[config.mk]
export PLATFORM = sky130hd
export DESIGN_NAME = serial_adder_ctrl
export DESIGN_NICKNAME = d
export VERILOG_FILES = /design/src/rtl/serial_adder_ctrl_pkg.sv /design/src/rtl/serial_adder_ctrl_full_adder.sv /design/src/rtl/serial_adder_ctrl.sv
export SDC_FILE = /design/constraint.sdc
export NUM_CORES = 1
export LEC_CHECK = 0
export ABC_CLOCK_PERIOD_IN_PS = 1600
export CORE_ASPECT_RATIO = 0.75
export CORE_UTILIZATION = 47
export CTS_BUF_LIST = sky130_fd_sc_hd__clkbuf_4 sky130_fd_sc_hd__clkbuf_8 sky130_fd_sc_hd__clkbuf_16
export DETAILED_ROUTE_END_ITERATION = 8
export MAX_ROUTING_LAYER = met4
export PLACE_DENSITY = 0.74
export SYNTH_ARGS = -nofsm -noshare
export SYNTH_HDL_FRONTEND = slang
export SYNTH_HIERARCHICAL = 1
export SYNTH_SLANG_ARGS = --single-unit
[constraint.sdc]
create_clock -name clk -period 1.6 [get_ports clk]
set_input_delay 0.24 -clock clk [delete_from_list [all_inputs] [get_ports clk]]
set_output_delay 0.24 -clock clk [all_outputs]
set_load 0.05 [all_outputs]
[src/rtl/serial_adder_ctrl_pkg.sv]
// Shared constants for the bit-serial add/subtract engine:
// FSM state encodings and the default operand width.
package serial_adder_ctrl_pkg;

   localparam int DEFAULT_WIDTH = 8;

   typedef logic [1:0] state_t;

   localparam logic [1:0] ST_IDLE = 2'd0;
   localparam logic [1:0] ST_RUN  = 2'd1;
   localparam logic [1:0] ST_DONE = 2'd2;

endpackage

[src/rtl/serial_adder_ctrl_full_adder.sv]
// Single-bit full adder cell; the only arithmetic in the serial engine.
module serial_adder_ctrl_full_adder (
   input  logic a,
   input  logic b,
   input  logic cin,
   output logic sum,
   output logic cout
);

   assign sum  = a ^ b ^ cin;
   assign cout = (a & b) | (a & cin) | (b & cin);

endmodule

[src/rtl/serial_adder_ctrl.sv]
// Bit-serial add/subtract: one full adder sequenced LSB first over WIDTH bits.
// Handshake: start is taken only in IDLE; done pulses one cycle with result valid.
module serial_adder_ctrl
   import serial_adder_ctrl_pkg::*;
#(
   parameter int WIDTH = DEFAULT_WIDTH
) (
   input  logic             clk,
   input  logic             rst,
   input  logic             start,
   input  logic             sub,
   input  logic [WIDTH-1:0] op_a,
   input  logic [WIDTH-1:0] op_b,
   output logic             busy,
   output logic             done,
   output logic [WIDTH-1:0] result,
   output logic             cout,
   output logic             overflow,
   output logic [1:0]       dbg_state
);

   localparam int CW = (WIDTH > 1) ? $clog2(WIDTH) : 1;
   localparam logic [CW-1:0] LAST_BIT = CW'(WIDTH - 1);

   state_t           state_q, state_d;
   logic [WIDTH-1:0] sh_a_q, sh_a_d;
   logic [WIDTH-1:0] sh_b_q, sh_b_d;
   logic [WIDTH-1:0] sh_r_q, sh_r_d;
   logic [WIDTH-1:0] result_q, result_d;
   logic [CW-1:0]    cnt_q, cnt_d;
   logic             carry_q, carry_d;
   logic             cout_q, cout_d;
   logic             ovf_q, ovf_d;

   logic fa_sum;
   logic fa_cout;

   serial_adder_ctrl_full_adder u_fa (
      .a    (sh_a_q[0]),
      .b    (sh_b_q[0]),
      .cin  (carry_q),
      .sum  (fa_sum),
      .cout (fa_cout)
   );

   always_comb begin
      state_d  = state_q;
      sh_a_d   = sh_a_q;
      sh_b_d   = sh_b_q;
      sh_r_d   = sh_r_q;
      result_d = result_q;
      cnt_d    = cnt_q;
      carry_d  = carry_q;
      cout_d   = cout_q;
      ovf_d    = ovf_q;

      case (state_q)
         ST_IDLE: begin
            if (start) begin
               // Subtract as a + ~b + 1: the +1 enters through the initial carry.
               state_d = ST_RUN;
               sh_a_d  = op_a;
               sh_b_d  = sub ? ~op_b : op_b;
               sh_r_d  = '0;
               carry_d = sub;
               cnt_d   = '0;
            end
         end

         ST_RUN: begin
            sh_a_d  = {1'b0, sh_a_q[WIDTH-1:1]};
            sh_b_d  = {1'b0, sh_b_q[WIDTH-1:1]};
            sh_r_d  = {fa_sum, sh_r_q[WIDTH-1:1]};
            carry_d = fa_cout;
            cnt_d   = cnt_q + CW'(1);
            if (cnt_q == LAST_BIT) begin
               // On the MSB, carry_q is the carry into the MSB.
               state_d  = ST_DONE;
               result_d = {fa_sum, sh_r_q[WIDTH-1:1]};
               cout_d   = fa_cout;
               ovf_d    = carry_q ^ fa_cout;
               cnt_d    = '0;
            end
         end

         ST_DONE: begin
            state_d = ST_IDLE;
         end

         default: begin
            state_d = ST_IDLE;
         end
      endcase
   end

   always_ff @(posedge clk) begin
      if (rst) begin
         state_q  <= ST_IDLE;
         sh_a_q   <= '0;
         sh_b_q   <= '0;
         sh_r_q   <= '0;
         result_q <= '0;
         cnt_q    <= '0;
         carry_q  <= 1'b0;
         cout_q   <= 1'b0;
         ovf_q    <= 1'b0;
      end else begin
         state_q  <= state_d;
         sh_a_q   <= sh_a_d;
         sh_b_q   <= sh_b_d;
         sh_r_q   <= sh_r_d;
         result_q <= result_d;
         cnt_q    <= cnt_d;
         carry_q  <= carry_d;
         cout_q   <= cout_d;
         ovf_q    <= ovf_d;
      end
   end

   assign busy      = (state_q == ST_RUN);
   assign done      = (state_q == ST_DONE);
   assign result    = result_q;
   assign cout      = cout_q;
   assign overflow  = ovf_q;
   assign dbg_state = state_q;

endmodule

Word level (Yosys, flattened, before mapping)
Index checks and enable logic that the tools add are counted.

Word-level logic and storage cells: 44. Input bits: 20. Flip-flop bits (word level): 40. Output and inout port bits: 14.

Add/subtract/negate cells: 1. Bitwise logic cells: 9. Reduce and logical (&&, ||, !) cells: 5. Equal/unequal tests: 5. Multiplexer cells: 15.

Operator list (number): $pmux 8 s2 (3); $mux 8 (4); $not 8->8 (1); $mux 3 (2); $pmux 3 s2 (1); $reduce_and 2->1 (3); $mux 2 (2); $pmux 2 s2 (1); $add 3x1->3 const B (1); $and 1x1->1 (3); $eq 3x3->1 const B (1); $xor 1x1->1 (3); $eq 2x1->1 const B (1); $eq 2x2->1 const B (1); $logic_not 2->1 (1); $ne 2x1->1 const B (1); $ne 2x2->1 const B (1); $or 1x1->1 (2); $pmux 1 s2 (1); $reduce_bool 2->1 (1); $mux 1 (1).

Logic depth before layout (Yosys ltp)
Gate-level depths: netlist of run 1.

Depth after elaboration: 4. Mapped depth: 6. Gate-level depth less buffers: 5.

Cells and area by module
The synthesis of run 1 kept the hierarchy.

By module, submodules not included: serial_adder_ctrl (cells each 184, area each 1676.6 sq um, seq. area each 780.7 sq um, instances 1); serial_adder_ctrl_full_adder (cells each 1, area each 20.0 sq um, seq. area each 0.0 sq um, instances 1).

Worst setup path before layout of run 1
Ideal clock, no wire load.

Path kind: reg2out. Start point: register state_q[1], in the netlist dbg_state[1]. End point: output done. Buffers on the path: 1. Cell stages (with the launch flop): 3. Setup slack: -403 ps. Data required time: 1360 ps. Arrival time: 1763 ps. Path through: dfxtp_1 clkbuf_1 nor2b_1.

Cells in the longest elaborated chain, start to end: 1.

Ends and longest elaborated chain: start: declaration (line serial_adder_ctrl.sv:25) `state_t state_q, state_d;`; start signal: assignment (line serial_adder_ctrl.sv:108) `state_q <= state_d;`; $eq 2x2->1 (line serial_adder_ctrl.sv:121) `assign done = (state_q == ST_DONE);`; end: declaration (line serial_adder_ctrl.sv:15) `output logic done,`.

No other way between the ends.

Final worst setup path of run 1
Start point: register state_q[0], in the netlist dbg_state[0]. End point: output busy.

Cells in the longest elaborated chain, start to end: 1.

Ends and longest elaborated chain: $eq 2x1->1 (line serial_adder_ctrl.sv:120) `assign busy = (state_q == ST_RUN);`; end: declaration (line serial_adder_ctrl.sv:14) `output logic busy,`.

No other way between the ends.

==> results of run 1 <==
==> flip-flops by register name (all words and copies together), names as in the netlist <==
signal	cells
result	8
cout	1
sh_b_q	8
dbg_state	2
carry_q	1
cnt_q	3
sh_r_q	7
overflow	1
sh_a_q	8
==> worst max-delay path, stage by stage (launching register included) <==
cell and delay (ns):
dfxtp_2 0.46, nor2b_2 0.24, buf_12 0.17, buf_12 0.14
==> timing repair <==
item,4_1_cts,5_1_grt
gates resized for setup,1,2
pin swaps,0,0
endpoints found under the setup margin,1,4
==> stage by stage <==
step | power, mW | hold slack [ns] | utilization [%] | cell area, µm²
final | 1.98 | 0.455 | 64.7 | 2170
after global routing | 2.07 | 0.476 | 64.7 | 2170
after CTS | 2.00 | 0.460 | 64.4 | 2160
after detailed placement | 1.35 | 0.451 | 61.8 | 2070
after global placement | 1.34 | 0.443 | 61.8 | 2070
after floorplan | 1.24 | 0.388 | - | 1710
==> path summary, 6_finish.rpt <==
check | start | endpoint | slack, ns | depth (start not counted)
setup / recovery | dbg_state[0] | busy | 0.05 | 3
hold / removal | result[5] | result[5] | 0.46 | 2
setup reg to reg | cnt_q[0] | overflow | 0.16 | 5
hold reg to reg | result[5] | result[5] | 0.46 | 2
==> placed cells by master, fill, tap and decap left out, types with 2 or more instances in the layout <==
cell / Yosys / layout
nand2_1: 18 / 18
clkdlybuf4s50_1: 0 / 19
dfxtp_2: 0 / 2
dfxtp_1: 39 / 37
a22oi_2: 3 / 3
a21oi_1: 17 / 17
o22ai_1: 7 / 7
buf_12: 0 / 4
nand2b_1: 9 / 9
clkbuf_8: 0 / 6
nor3_1: 9 / 9
a22oi_1: 16 / 16
xnor2_1: 8 / 8
or3b_1: 8 / 8
ha_1: 2 / 2
buf_4: 2 / 19
nor2_1: 22 / 22
==> cell type report <==
| class | count | share of cell area, % |
|---|---|---|
| repair buffers | 42 | 19.0 |
| clock inverters | 1 | 0.230 |
| multi-input cells | 131 | 38.4 |
| well taps | 40 | 2.30 |
| inverters | 1 | 0.173 |
| clock buffers | 6 | 3.80 |
| flip-flops and latches | 39 | 36.1 |
==> power by group through the flow <==
stage / Sequential (mW) / Combinational [mW] / Clock, mW
2_1_floorplan: 1.06 / 0.182 / 0
3_3_place_gp: 1.06 / 0.274 / 0
3_5_place_dp: 1.06 / 0.284 / 0
4_1_cts: 1.04 / 0.284 / 0.674
5_1_grt: 1.05 / 0.312 / 0.711
6_report: 1.04 / 0.285 / 0.654
==> metal layers <==
layer,up-vias,GRT usage (%),share of wire (%)
met5,-,-,0
met4,0,10.7,1.5
met3,8,5.99,5.6
met2,41,34.1,45
met1,627,23.8,48
li1,711,-,-
==> logic make-up (layout without fill, tap and decap cells) <==
kind of cell,Yosys count,after routing,synth area share (%)
and+or+nand+nor,72,72,21.7
AOI/OAI and AO/OA,46,46,18.6
DFF,39,39,46.0
buffers and inverters,15,50,5.83
xor gates and xnor gates,9,9,4.65
adders and majority gates,3,3,2.65
muxes,1,1,0.590
==> metrics.cfg, run 1 <==
[setup_path]
critical_path_class=flop to output pin
worst_ep_required_time_ns=1.36
arrival_ns=1.31
critPathCaptureType=output pin
crit_path_max_fanout=18
start_kind=flop

[global_route]
grt_max_degree=25
first_global_vias=1330
overflow=0
grt_usage_pct=20.8
grt_pass1_wl_mm=5.84
antenna_found_initial=0

[die]
core-area_um2=3360
die_w_um=71.4
rows=18
die_y_um=54.0
dieArea_um2=3860
start_util_pct=50.6
num_io_pins=34

[clocking]
clk_latency_ns=0.29
clk_pin_slew_ns=0.07
cts_tree=built
htree_levels=2
cts_buffer_depth=2
postCtsHoldBufs=0
post_cts_buffers=0
cts_inserted_buffers=5
cts-root-buf=clkbuf_8
numClockSinks=39

[synthesis]
synthDominantCellAreaShare_pct=46.0
synth_cell_types=29
synth_seq_cells=39
synth_seq_area_share_pct=46.0
synth-edff-count=0
synth_most_common_cell=dfxtp_1
netlist.top_cell.by_area=dfxtp_1
yosys-top-cells-area=dfxtp_1 (46%), a22oi_1 (7.1%), a21oi_1 (5.0%), nor2_1 (4.9%), or3b_1 (4.1%)
syn-cell-area_um2=1700
ys_top_cells_by_count=dfxtp_1 (39), nor2_1 (22), nand2_1 (18), a21oi_1 (17), a22oi_1 (16)
ys_async_sr_fraction_pct=0
yosysWarnings=6
syn_inst=185
syn_avg_cell_area_um2=9.17
syn-num-nets=208
ys.flop_type=dfxtp_1

[timing]
tightest_slew_ns=0.493
hold_viol=0
relSlewSlack_pct=67.1
fin_skew_ns=0.00470
period_needed_ns=1.55
clock.fmax_mhz=645
setup_tns_ns=0
rsz0062_at_grt=no
finalSetupViolations=0
setup_slack_ns=0.0506
slew_viol_final=0
period_share_pct=96.8

[routing]
routedWlPerCell_um=13.0
postRouteAntennaNets=0
via_per_inst=5.33
vias=1387
routed_wirelength_mm=3.37
first_pass_iters=6
drc=4
drt_iter0_markers=70

[layout]
areaGrowthSynthToFinish_pct=28.0
nets=243
layoutNonFillerInstCount=260
seq_area_um2=783
multi_input_area_um2=835
fillers=285
drive_gt1_share_pct=18.6
antennaDiodeCount=0

[placement]
gp_congestion=0.771
pre_cts_ws_ns=-0.185
dp_hpwl_mm=2.43
dp_cells=253
port_buffers=33

[worst_hold_path]
hp-class=flop to flop

[run_status]
violations=design-rule violations
status=complete, but fails checks

[power_and_ir_drop]
pwr-share-comb_pct=14.4
p_sw_share_pct=24.3
p_int_mw=1.50
p_sw_mw=0.481
powerDensity_nw_per_um2=914
clock_power_share_pct=33.0
seqPwrFrac_pct=52.7
vdd_drop_max_v=0.000549
total_leakage_power_nw=0.817

[flow_run]
drv_cap=0

(Power assumes the default switching activity.)
==> run 2: changes to the inputs <==
--- a/config.mk
+++ b/config.mk
@@ -5,13 +5,14 @@
 export SDC_FILE = /design/constraint.sdc
 export NUM_CORES = 1
 export LEC_CHECK = 0
-export ABC_CLOCK_PERIOD_IN_PS = 1600
+export ABC_CLOCK_PERIOD_IN_PS = 1900
 export CORE_ASPECT_RATIO = 0.75
-export CORE_UTILIZATION = 47
+export CORE_UTILIZATION = 51
 export CTS_BUF_LIST = sky130_fd_sc_hd__clkbuf_4 sky130_fd_sc_hd__clkbuf_8 sky130_fd_sc_hd__clkbuf_16
 export DETAILED_ROUTE_END_ITERATION = 8
 export MAX_ROUTING_LAYER = met4
-export PLACE_DENSITY = 0.74
+export PLACE_DENSITY = 0.79
+export REMOVE_ABC_BUFFERS = 1
 export SYNTH_ARGS = -nofsm -noshare
 export SYNTH_HDL_FRONTEND = slang
 export SYNTH_HIERARCHICAL = 1
==> constraint.sdc (replaced) <==
create_clock -name clk -period 1.9 [get_ports clk]
set_input_delay 0.285 -clock clk [delete_from_list [all_inputs] [get_ports clk]]
set_output_delay 0.285 -clock clk [all_outputs]
set_load 0.05 [all_outputs]
==> run 2 against run 1 <==
The run now ends clean. Flip-flop and latch count unchanged. Clock skew rose by 0.0014 ns. Combinational power is 18% lower. Critical path type unchanged. Critical endpoint is now result[0]. Highest routed layer unchanged.
==> metrics.cfg, run 2 (same netlist as run 1, synthesis figures left out) <==
[power_and_ir_drop]
vdd_drop_max_v=0.000513  ; -6.5%
total_leakage_power_nw=0.774  ; -5.3%
powerDensity_nw_per_um2=777  ; -15%

[timing]
relSlewSlack_pct=42.8  ; -24 points
rsz0062_at_grt=no
slew_viol_final=0  ; unchanged
period_needed_ns=1.73
fin_skew_ns=0.00611  ; +0.00141 ns
hold_viol=0  ; unchanged
finalSetupViolations=0  ; unchanged
period_share_pct=91.1
tightest_slew_ns=0.857  ; +0.365 ns
clock.fmax_mhz=578
whs_ns=0.460  ; +0.00416 ns
setup_tns_ns=0  ; unchanged

[routing]
drt_iter0_markers=63  ; -10%
drc=0  ; -4
routedWlPerCell_um=13.6  ; +4.8%
vias=1410  ; +1.7%
via_per_inst=5.49  ; +2.8%
routed_wirelength_mm=3.49  ; +3.6%
postRouteAntennaNets=0  ; unchanged
first_pass_iters=4  ; -2

[placement]
dp_hpwl_mm=2.44  ; +0.32%
port_buffers=33  ; unchanged
gp_congestion=0.744  ; -3.4%

[clocking]
postCtsHoldBufs=0  ; unchanged
clk_latency_ns=0.30  ; about the same
cts_buffer_depth=2  ; unchanged
cts_resized=0  ; -1
post_cts_buffers=0  ; unchanged
cts_tree=built
cts-root-buf=clkbuf_8
clk_pin_slew_ns=0.08  ; about the same
htree_levels=2  ; unchanged
numClockSinks=39  ; unchanged
cts_inserted_buffers=5  ; unchanged

[worst_hold_path]
hp-class=flop to flop
worstHoldEndpoint=result[6]
whs_path_depth=2  ; unchanged
hold_start=result[6]

[setup_path]
crit_path_max_fanout=2  ; -16
timing.reg2reg.setup_slack_ns=0.33  ; +0.17 ns
critical_path_class=flop to output pin
critPathBufInv=1  ; -1
slowest_stage=clkdlybuf4s50_1
rr_worst_depth=3  ; -2
r2r-start=dbg_state[1]
worst_ep_required_time_ns=1.62  ; +0.26 ns
critPathCaptureType=output pin
cp_cell_sequence=clkdlybuf4s50_1
start_kind=flop
r2r_end=sh_b_q[6]
crit_family=buffers and inverters
slowest_delay_ns=0.81  ; +0.35 ns
arrival_ns=1.45  ; +0.14 ns

[die]
die_y_um=52.0  ; -3.8%
core-area_um2=3040  ; -9.4%
dieArea_um2=3560  ; -7.6%
rows=17  ; -1
die_w_um=68.6  ; -3.9%
start_util_pct=55.8  ; +5.2 points
num_io_pins=34  ; unchanged

[layout]
drive_gt1_share_pct=11.9  ; -6.8 points
final_cell_mix=dfxtp_1 (39), clkdlybuf4s50_1 (29), nor2_1 (22)
antennaDiodeCount=0  ; unchanged
nets=241  ; -0.82%
areaGrowthSynthToFinish_pct=26.6
final_common_cell=dfxtp_1

[global_route]
grt_max_degree=21  ; -16%
grt-busiest-layer=met2
overflow=0  ; unchanged
antenna_found_initial=0  ; unchanged
first_global_vias=1296  ; -2.6%
grtUsageMet1_pct=28.7  ; +4.9 points
use_met3_pct=7.89  ; +1.9 points
grt_pass1_wl_mm=5.93  ; +1.5%
met2_usage_pct=37.3  ; +3.1 points
grt_usage_pct=24.3  ; +3.4 points

[run_status]
status=finished clean

[flow_run]
drv_cap=0  ; unchanged

run 2: cell types whose count changed in the layout (fill, tap and decap cells not counted), moves of 2 or more:
| cell | before | now |
|---|---|---|
| clkdlybuf4s50_1 | 19 | 29 |
| buf_4 | 19 | 8 |
| dfxtp_1 | 37 | 39 |
| nor2b_1 | 0 | 2 |
| clkinvlp_4 | 0 | 2 |
| dfxtp_2 | 2 | 0 |
run 2: area by class of cell:
type	instances	area, µm²
clock buffer	5	68.8
clock inverter	3	20.0
fill	235	893
inverter	1	3.75
multi-input combinational	131	817
sequential	39	781
tap	38	47.5
timing repair buffer	40	410
run 2: per-layer routing:
layer / up-vias / wire length (µm) / share of wire (%)
met5: - / 0 / 0
met3: 7 / 119 / 3.4
met1: 669 / 1700 / 49
met2: 25 / 1600 / 46
met4: 0 / 73 / 2.1
li1: 709 / - / -
run 2: stage by stage:
step,setup slack [ns],utilization (%),power (mW),std cells,cell area (µm²)
after CTS,0.161,70.6,1.67,257,2150
final,0.169,70.6,1.67,257,2150
after global placement,0.119,67.7,1.12,249,2060
after detailed placement,-0.0217,67.7,1.13,249,2060
after floorplan,-1.01,-,1.01,171,1600
after global routing,0.0698,70.6,1.74,257,2150
run 2: power breakdown:
| part | leakage, nW | switching (mW) | internal, mW | total [mW] |
|---|---|---|---|---|
| combinational | 0.415 | 0.111 | 0.122 | 0.233 |
| sequential | 0.318 | 0.0248 | 0.852 | 0.877 |
| clock | 0.0402 | 0.304 | 0.255 | 0.559 |
| total | 0.774 | 0.440 | 1.23 | 1.67 |
run 2: worst max path at each step:
stage	startpoint	to	depth (start not counted)
6_report	result[0]	result[0]	1
5_1_grt	dbg_state[1]	busy	3
4_1_cts	result[0]	result[0]	1
3_5_place_dp	start	sh_b_q[6]	4
3_3_place_gp	start	sh_b_q[0]	4
2_1_floorplan	dbg_state[0]	sh_b_q[0]	3
